$ cat config.mk
export PLATFORM = sky130hd
export DESIGN_NAME = fft_stage_seq
export DESIGN_NICKNAME = d
export VERILOG_FILES = /design/src/rtl/fft_pkg.sv /design/src/rtl/fft_stage_seq_cnt.sv /design/src/rtl/fft_stage_seq.sv
export SDC_FILE = /design/constraint.sdc
export NUM_CORES = 1
export LEC_CHECK = 0
export ABC_AREA = 1
export CORE_ASPECT_RATIO = 0.75
export CORE_UTILIZATION = 43
export DETAILED_ROUTE_END_ITERATION = 7
export GPL_ROUTABILITY_DRIVEN = 0
export PLACE_DENSITY = 0.67
export SLEW_MARGIN = 20
export SYNTH_ARGS = -nofsm -noshare
export SYNTH_HDL_FRONTEND = slang
export SYNTH_SLANG_ARGS = --single-unit
$ cat constraint.sdc
create_clock -name clk -period 1.5 [get_ports clk]
set_input_delay 0.3 -clock clk [delete_from_list [all_inputs] [get_ports clk]]
set_output_delay 0.3 -clock clk [all_outputs]
set_load 0.02 [all_outputs]
$ cat src/rtl/fft_pkg.sv
// Shared constants and state type for the radix-2 SDF FFT stage sequencer.
package fft_pkg;
  localparam int FFT_N         = 512;
  localparam int LANES         = 16;
  localparam int FRAME_BEATS   = FFT_N / LANES;
  localparam int HALF_BEATS    = FRAME_BEATS / 2;
  localparam int BEAT_W        = $clog2(FRAME_BEATS);
  localparam int CNT_W         = $clog2(HALF_BEATS);
  localparam int DRAIN_TIMEOUT = 4;

  typedef enum logic [1:0] {IDLE, FILL, BFLY, DRAIN} seq_state_t;
endpackage

$ cat src/rtl/fft_stage_seq_cnt.sv
// Wrapping up-counter with enable and synchronous clear; counts 0..MAX_VAL.
module fft_stage_seq_cnt #(
  parameter int WIDTH   = 5,
  parameter int MAX_VAL = (1 << WIDTH) - 1
) (
  input  logic             clk,
  input  logic             rstn,
  input  logic             en,
  input  logic             clr,
  output logic [WIDTH-1:0] cnt
);
  logic [WIDTH-1:0] cnt_q, cnt_d;

  always_comb begin
    cnt_d = cnt_q;
    if (clr) begin
      cnt_d = '0;
    end else if (en) begin
      cnt_d = (cnt_q == WIDTH'(MAX_VAL)) ? '0 : cnt_q + WIDTH'(1);
    end
  end

  always_ff @(posedge clk) begin
    if (!rstn) cnt_q <= '0;
    else       cnt_q <= cnt_d;
  end

  assign cnt = cnt_q;
endmodule

$ cat src/rtl/fft_stage_seq.sv
// Sequencer for one radix-2 SDF FFT stage: steers delay line, butterfly and
// twiddle stage per accepted beat, with a self-timed drain of leftover diffs.
module fft_stage_seq
  import fft_pkg::*;
(
  input  logic             clk,
  input  logic             rstn,
  input  logic             din_valid,
  output logic             din_ready,
  input  logic             flush,
  output logic             shift_en,
  output logic             bfly_en,
  output logic             twd_valid,
  output logic             twd_half,
  output logic [CNT_W-1:0] twd_cnt,
  output logic             frame_done,
  output logic             busy
);
  localparam int TO_W = $clog2(DRAIN_TIMEOUT + 1);
  localparam logic [TO_W-1:0] TO_MAX = TO_W'(DRAIN_TIMEOUT);

  seq_state_t        state_q, state_d;
  logic              pending_q, pending_d;
  logic [TO_W-1:0]   timeout_q, timeout_d;
  logic [CNT_W-1:0]  drain_cnt_q, drain_cnt_d;
  logic [BEAT_W-1:0] beat_cnt;
  logic              beat;

  logic             din_ready_q, din_ready_d;
  logic             shift_en_q, shift_en_d;
  logic             bfly_en_q, bfly_en_d;
  logic             twd_valid_q, twd_valid_d;
  logic             twd_half_q, twd_half_d;
  logic [CNT_W-1:0] twd_cnt_q, twd_cnt_d;
  logic             frame_done_q, frame_done_d;
  logic             busy_q, busy_d;

  assign beat = din_valid & din_ready_q;

  fft_stage_seq_cnt #(.WIDTH(BEAT_W), .MAX_VAL(FRAME_BEATS - 1)) u_beat_cnt (
    .clk  (clk),
    .rstn (rstn),
    .en   (beat),
    .clr  (flush),
    .cnt  (beat_cnt)
  );

  always_comb begin
    // NOTE: every signal gets a default before the case so no path infers a latch.
    state_d      = state_q;
    pending_d    = pending_q;
    timeout_d    = beat ? '0 : ((timeout_q == TO_MAX) ? timeout_q : timeout_q + TO_W'(1));
    drain_cnt_d  = '0;
    shift_en_d   = 1'b0;
    bfly_en_d    = 1'b0;
    twd_valid_d  = 1'b0;
    twd_half_d   = twd_half_q;
    twd_cnt_d    = twd_cnt_q;
    frame_done_d = 1'b0;

    unique case (state_q)
      IDLE, FILL: begin
        if (beat) begin
          // New samples enter while the previous frame's diffs leave.
          state_d    = FILL;
          shift_en_d = 1'b1;
          twd_half_d = 1'b1;
          twd_cnt_d  = beat_cnt[CNT_W-1:0];
          if (pending_q) begin
            twd_valid_d = 1'b1;
            if (beat_cnt == BEAT_W'(HALF_BEATS - 1)) begin
              frame_done_d = 1'b1;
              pending_d    = 1'b0;
            end
          end
          if (beat_cnt == BEAT_W'(HALF_BEATS - 1)) state_d = BFLY;
        end else if (state_q == FILL && beat_cnt == '0) begin
          if (!pending_q)               state_d = IDLE;
          else if (timeout_d == TO_MAX) state_d = DRAIN;
        end
      end
      BFLY: begin
        if (beat) begin
          shift_en_d  = 1'b1;
          bfly_en_d   = 1'b1;
          twd_valid_d = 1'b1;
          twd_half_d  = 1'b0;
          twd_cnt_d   = beat_cnt[CNT_W-1:0];
          if (beat_cnt == BEAT_W'(FRAME_BEATS - 1)) begin
            state_d   = FILL;
            pending_d = 1'b1;
          end
        end
      end
      DRAIN: begin
        shift_en_d  = 1'b1;
        twd_valid_d = 1'b1;
        twd_half_d  = 1'b1;
        twd_cnt_d   = drain_cnt_q;
        drain_cnt_d = drain_cnt_q + CNT_W'(1);
        if (drain_cnt_q == CNT_W'(HALF_BEATS - 1)) begin
          frame_done_d = 1'b1;
          pending_d    = 1'b0;
          drain_cnt_d  = '0;
          state_d      = IDLE;
        end
      end
    endcase

    if (flush) begin
      state_d      = IDLE;
      pending_d    = 1'b0;
      timeout_d    = '0;
      drain_cnt_d  = '0;
      shift_en_d   = 1'b0;
      bfly_en_d    = 1'b0;
      twd_valid_d  = 1'b0;
      twd_half_d   = 1'b0;
      twd_cnt_d    = '0;
      frame_done_d = 1'b0;
    end

    din_ready_d = (state_d != DRAIN);
    busy_d      = (state_d != IDLE);
  end

  // NOTE: sequential state uses non-blocking assignments so all flops update together.
  always_ff @(posedge clk) begin
    if (!rstn) begin
      state_q      <= IDLE;
      pending_q    <= 1'b0;
      timeout_q    <= '0;
      drain_cnt_q  <= '0;
      din_ready_q  <= 1'b1;
      shift_en_q   <= 1'b0;
      bfly_en_q    <= 1'b0;
      twd_valid_q  <= 1'b0;
      twd_half_q   <= 1'b0;
      twd_cnt_q    <= '0;
      frame_done_q <= 1'b0;
      busy_q       <= 1'b0;
    end else begin
      state_q      <= state_d;
      pending_q    <= pending_d;
      timeout_q    <= timeout_d;
      drain_cnt_q  <= drain_cnt_d;
      din_ready_q  <= din_ready_d;
      shift_en_q   <= shift_en_d;
      bfly_en_q    <= bfly_en_d;
      twd_valid_q  <= twd_valid_d;
      twd_half_q   <= twd_half_d;
      twd_cnt_q    <= twd_cnt_d;
      frame_done_q <= frame_done_d;
      busy_q       <= busy_d;
    end
  end

  assign din_ready  = din_ready_q;
  assign shift_en   = shift_en_q;
  assign bfly_en    = bfly_en_q;
  assign twd_valid  = twd_valid_q;
  assign twd_half   = twd_half_q;
  assign twd_cnt    = twd_cnt_q;
  assign frame_done = frame_done_q;
  assign busy       = busy_q;
endmodule

==> results.toml, run 1 <==
[finish]
fin_util = 0.6175
n_antenna_cell = 0
drive_gt1_frac = 0.3016
final_area_um2 = 1657
fill_cells = 234
nets = 202
mostFrequentLayoutCells = "nand2_1, dfxtp_1, nor2_1, buf_4, inv_1"
syn2layout_area_growth_pct = 33.47

[floorplanning]
row_count = 16
coreArea_um2 = 2683
initial_utilization = 0.4627
io_pins = 15
die_h_um = 48.53
fp.dieW_um = 64.04
dieArea_um2 = 3108

[clock_tree]
cts_tree = "done"
cts_made_buffers = 3
cts_root_buf = "clkbuf_8"
clock_sinks = 26
cts_buffer_depth = 2
clk_pin_slew_worst_paths_ps = 80
clk_latency_ps = 270
cts.htree.levels = 1

[setup_path]
r2r_cells = 9
cp-start-kind = "flip-flop"
worstPathArrival_ps = 1680
path_max_fanout = 3
timing.rr.end = "din_ready$_SDFF_PN1_"
path_common_cell = "ha_4"
cp_cell_sequence = "ha_4 -> inv_4 -> nor3_4 -> ha_4 -> nand2_4 -> a211oi_2 -> nand2_2 -> inv_2 -> nand3_2"
max_stage_delay_ps = 360
worstReg2RegStart = "u_beat_cnt.cnt[0]$_SDFFE_PP0P_"
worstSetupPathType = "reg -> reg"
r2r_slack_ps = -30
slowest_stage = "dfxtp_2"
setup.worst_path.end = "din_ready$_SDFF_PN1_"
crit_path_end_kind = "flip-flop"
startpoint = "u_beat_cnt.cnt[0]$_SDFFE_PP0P_"
worstPathRequired_ps = 1650

[drt]
avgRoutedWirePerCell_um = 12.20
wirelength_um = 2745
drtAntennaViolNets = 0
drc = 0
first_iter_violations = 72
viasPerCell = 4.969
vias = 1118
dr.pass1.iters = 4

[yosys]
syn_inst = 157
ys_ff_latch = 26
syn_area_um2 = 1241
yosysSeqAreaShare = 0.4194
syn_nets = 168
yosys_warnings = 0
syn_avg_cell_area_um2 = 7.906
synth.distinct_cells = 28

[flow_run]
max_cap_viol_count = 0

[global_routing]
grt_pass1_vias = 1040
grt-ovfl-total = 0
grt_max_degree = 14
grt_util_met3 = 0.05189
antenna_found_initial = 0
grt_usage = 0.1825
use_met1 = 0.2230
grt_pass1_wl_um = 4457
met2_usage = 0.3085
busiest_layer = "met2"

[timing]
grt_setup_unrepaired = "yes"
fin_crit_sh = 1.020
finalHoldViolCount = 0
worstMarginPinSlew_ps = 387.2
maxSlewHeadroom = 0.7415
setup_slack_ps = -29.36
min_period_ps = 1529
fin_skew_ps = 4.448
slew_violations = 0
finalSetupViolCount = 1
max_freq_ghz = 0.6539

[min_path]
whs_path_depth = 2
hp-class = "reg -> reg"

[power_and_ir_drop]
vdd_drop_max_v = 0.0005834
powerDensity_nw_per_um2 = 756.0
power.leakage_uw = 0.0008233

[placement]
port_buffers = 14
dp.final_hpwl_um = 1965
placed_area_um2 = 1529

[outcome]
violations = "negative setup slack"
outcome = "complete, but fails checks"
[metrics by stage]
stage	setup TNS [ps]	hold WS, ps	worst slack, ps	total power, uW	cells
after floorplan	0	419.5	52.34	817.9	157
after global placement	-176.7	447.6	-67.09	872.5	221
after detailed placement	-329.6	460.2	-107.4	876.8	221
after CTS	-91.31	472.9	-60.57	1253	225
after global routing	-244.7	508.9	-102.4	1315	225
final	-29.36	469.2	-29.36	1252	225
[logic make-up after synthesis]
group / count (synthesis) / synth area share
xor+xnor: 1 / 0.007058
flops: 26 / 0.4194
buf+inv: 29 / 0.1048
simple gates: 71 / 0.2853
fa+ha+maj: 7 / 0.07056
compound gates: 23 / 0.1129
[critical path, delay by kind of cell, from the launching register on]
kind / cells / cell delay (ps)
AOI/OAI and AO/OA: 1 / 230
adders and majority gates: 2 / 340
buffers and inverters: 2 / 110
DFF: 1 / 360
and+or+nand+nor: 4 / 380
[routing by layer]
metal,wire length (um),vias to the layer above
met1,1219,511
met4,36,0
met3,146,7
met5,0,-
li1,-,567
met2,1342,33
[worst min path at each step]
stage / from / to
CTS: twd_cnt[2]$_SDFFE_PP0P_ / twd_cnt[2]$_SDFFE_PP0P_
detailed placement: drain_cnt_q[0]$_SDFF_PP0_ / drain_cnt_q[0]$_SDFF_PP0_
global route: twd_cnt[2]$_SDFFE_PP0P_ / twd_cnt[2]$_SDFFE_PP0P_
floorplan: flush / din_ready$_SDFF_PN1_
global placement: twd_half$_SDFFE_PP0P_ / twd_half$_SDFFE_PP0P_
finish: twd_cnt[2]$_SDFFE_PP0P_ / twd_cnt[2]$_SDFFE_PP0P_
[synthesized netlist by cell type]
cell type   n  area (um2)
dfxtp_1    26       520.5
nand2_1    26       97.59
inv_1      18       67.56
nor2_1     16       60.06
nand3_1     8       40.04
ha_1        7       87.58
nor3_1      7       35.03
inv_2       6       22.52
a21oi_1     5       25.02
a31oi_1     5       31.28
o21ai_0     5       25.02
nand2_2     4       25.02
nand3_2     3       30.03
nor2_2      3       18.77
o21ai_1     3       15.01
buf_6       2       22.52
o211ai_1    2       15.01
a211oi_2    1       12.51
a311oi_1    1       8.760
buf_4       1       7.510
clkinv_1    1       3.750
inv_4       1       6.260
nand2_4     1       11.26
nor2_8      1       20.02
nor3_2      1       10.01
nor4_1      1       6.260
o21a_1      1       7.510
xor2_1      1       8.760
[timing repair]
action	4_1_cts	5_1_grt
gates cloned	0	0
hold buffers	0	0
gates resized for setup	15	19
setup buffers	1	1
pin swaps	6	14
setup endpoints to repair	10	13
[area by class of cell]
type                            count  area [um2]  area share
Timing Repair Buffer               32       287.8      0.1737
Tap cell                           36       45.04     0.02719
Inverter                           26       102.6     0.06193
Multi-Input combinational cell    102       655.6      0.3958
Clock buffer                        3       41.29     0.02492
Sequential cell                    26       524.3      0.3165
[state kept, by name, indices dropped and copies added (netlist names)]
register / cells
drain_cnt_q: 4
twd_cnt: 4
din_ready: 1
state_q: 2
timeout_q: 3
shift_en: 1
bfly_en: 1
u_beat_cnt.cnt: 5
pending_q: 1
busy: 1
frame_done: 1
twd_valid: 1
twd_half: 1
[power breakdown]
group          internal [uW]  switching [uW]
registers                705            13.3
logic                   64.4            87.0
clock network            180             203
Note: power is estimated with default switching activity, not from simulation.
==> inputs of run 2 (changes only) <==
SETUP_SLACK_MARGIN = 0.3   (was default)
==> results.toml, run 2 (synthesized netlist as in run 1, its figures left out) <==
[drt]
drc = 0
first_iter_violations = 62
vias = 1162
dr.pass1.iters = 4
wirelength_um = 2903
avgRoutedWirePerCell_um = 12.35
viasPerCell = 4.945
drtAntennaViolNets = 0

[setup_path]
path_max_fanout = 3
cp_cell_sequence = "inv_1 -> nor3_4 -> ha_4 -> nand2_4 -> a211oi_2 -> nand2_2 -> inv_2 -> nand3_2"
crit_family = "simple AND/OR/NAND/NOR gates"
worstPathRequired_ps = 1660
max_stage_delay_ps = 410
crit_path_end_kind = "flip-flop"
worstSetupPathDepth = 8
cp-start-kind = "flip-flop"
worstSetupPathType = "reg -> reg"
crit_buf_inv = 2
slowest_stage = "dfxtp_1"
worstPathArrival_ps = 1660
r2r_cells = 8

[timing]
fin_skew_ps = 2.300
max_freq_ghz = 0.6649
min_period_ps = 1504
fin_crit_sh = 1.003
whs_ps = 432.4
worstMarginPinSlew_ps = 279.4
setup_slack_ps = -3.932
slew_violations = 0
maxSlewHeadroom = 0.8123
finalHoldViolCount = 0
grt_setup_unrepaired = "yes"
finalSetupViolCount = 1

[finish]
n_antenna_cell = 0
largest_register_ffs = 5
finalNonFillerCells = 235
mostFrequentLayoutCells = "nand2_1, dfxtp_1, buf_4"
fin_util = 0.6894
syn2layout_area_growth_pct = 48.99
final_area_um2 = 1849
drive_gt1_frac = 0.4975
nets = 211
fill_cells = 221

[floorplanning]
die_h_um = 48.53
coreArea_um2 = 2683
row_count = 16
io_pins = 15
fp.dieW_um = 64.04
initial_utilization = 0.4627
dieArea_um2 = 3108

[flow_run]
max_cap_viol_count = 0

[global_routing]
antenna_found_initial = 0
grt_pass1_wl_um = 4864
grt_pass1_vias = 1141
grt-ovfl-total = 0
grt_max_degree = 15
grt_usage = 0.2029

[power_and_ir_drop]
p_int_uw = 1026
clkPwrFrac = 0.328
power.leakage_uw = 0.0008488
p_sw_uw = 321.1
vdd_drop_max_v = 0.0006080
powerDensity_nw_per_um2 = 728.4
p_seq_frac = 0.534
sw_frac_of_total = 0.2384
p_comb_frac = 0.137

[placement]
post-place-ws_ps = -160.4
placed_area_um2 = 1559
port_buffers = 14
dp.final_hpwl_um = 2038
dp_cells = 222

[outcome]
outcome = "complete, but fails checks"
violations = "negative setup slack"

[clock_tree]
cts_buffer_depth = 2
clk_pin_slew_worst_paths_ps = 80
cts_made_buffers = 3
cts.htree.levels = 1
clk_latency_ps = 270
cts_root_buf = "clkbuf_8"
cts_hold_buf = 0
clock_sinks = 26
cts_tree = "done"

[min_path]
hp-class = "in -> reg"
whs_path_depth = 4
## run 2: power groups by stage
| stage | logic [uW] | clock network [uW] | registers [uW] |
|---|---|---|---|
| floorplan | 79.7 | 0 | 740 |
| global placement | 147 | 0 | 734 |
| detailed placement | 151 | 0 | 735 |
| CTS | 168 | 460 | 718 |
| global route | 201 | 492 | 722 |
| finish | 185 | 442 | 720 |
## run 2: final timing paths
| path | start | end | slack (ps) |
|---|---|---|---|
| max | u_beat_cnt.cnt[3]$_SDFFE_PP0P_ | din_ready$_SDFF_PN1_ | -4 |
| min | rstn | state_q[1]$_SDFF_PN0_ | 430 |
| max reg2reg | u_beat_cnt.cnt[3]$_SDFFE_PP0P_ | din_ready$_SDFF_PN1_ | -4 |
| min reg2reg | twd_half$_SDFFE_PP0P_ | twd_half$_SDFFE_PP0P_ | 460 |
## run 2: routing by layer
metal  vias to the layer above  global-route usage  wire length, um
met1                       526              0.2299             1287
met3                         9             0.04717              149
met5                         -                   0                0
met2                        37              0.3652             1402
met4                         0             0.07955               63
li1                        590                   -                -
## run 2: final cells by class
class | count | area, um2 | area share
multi-input cells | 102 | 770.7 | 0.4168
well taps | 36 | 45.04 | 0.02436
flip-flops and latches | 26 | 528.0 | 0.2855
inverters | 26 | 107.6 | 0.05819
clock buffers | 4 | 55.05 | 0.02977
repair buffers | 41 | 342.8 | 0.1854
## run 2: through the flow
step | total power (uW) | setup TNS (ps)
3_3_place_gp | 881.0 | -284.3
3_5_place_dp | 885.4 | -651.5
2_1_floorplan | 819.7 | 0
4_1_cts | 1346 | 0
5_1_grt | 1414 | -402.0
6_report | 1347 | -3.932
## run 2: worst reg2reg max path, delay by kind of cell (launching register included)
kind | cells | cell delay, ps
simple gates | 4 | 440
flops | 1 | 410
compound gates | 1 | 190
fa+ha+maj | 1 | 180
buf+inv | 2 | 170
## run 2: repair_timing
item,in CTS,in global routing
setup buffers,6,3
gates resized for setup,42,50
setup endpoints to repair,27,28
pin swaps,5,8
endpoints found under the hold margin,0,0
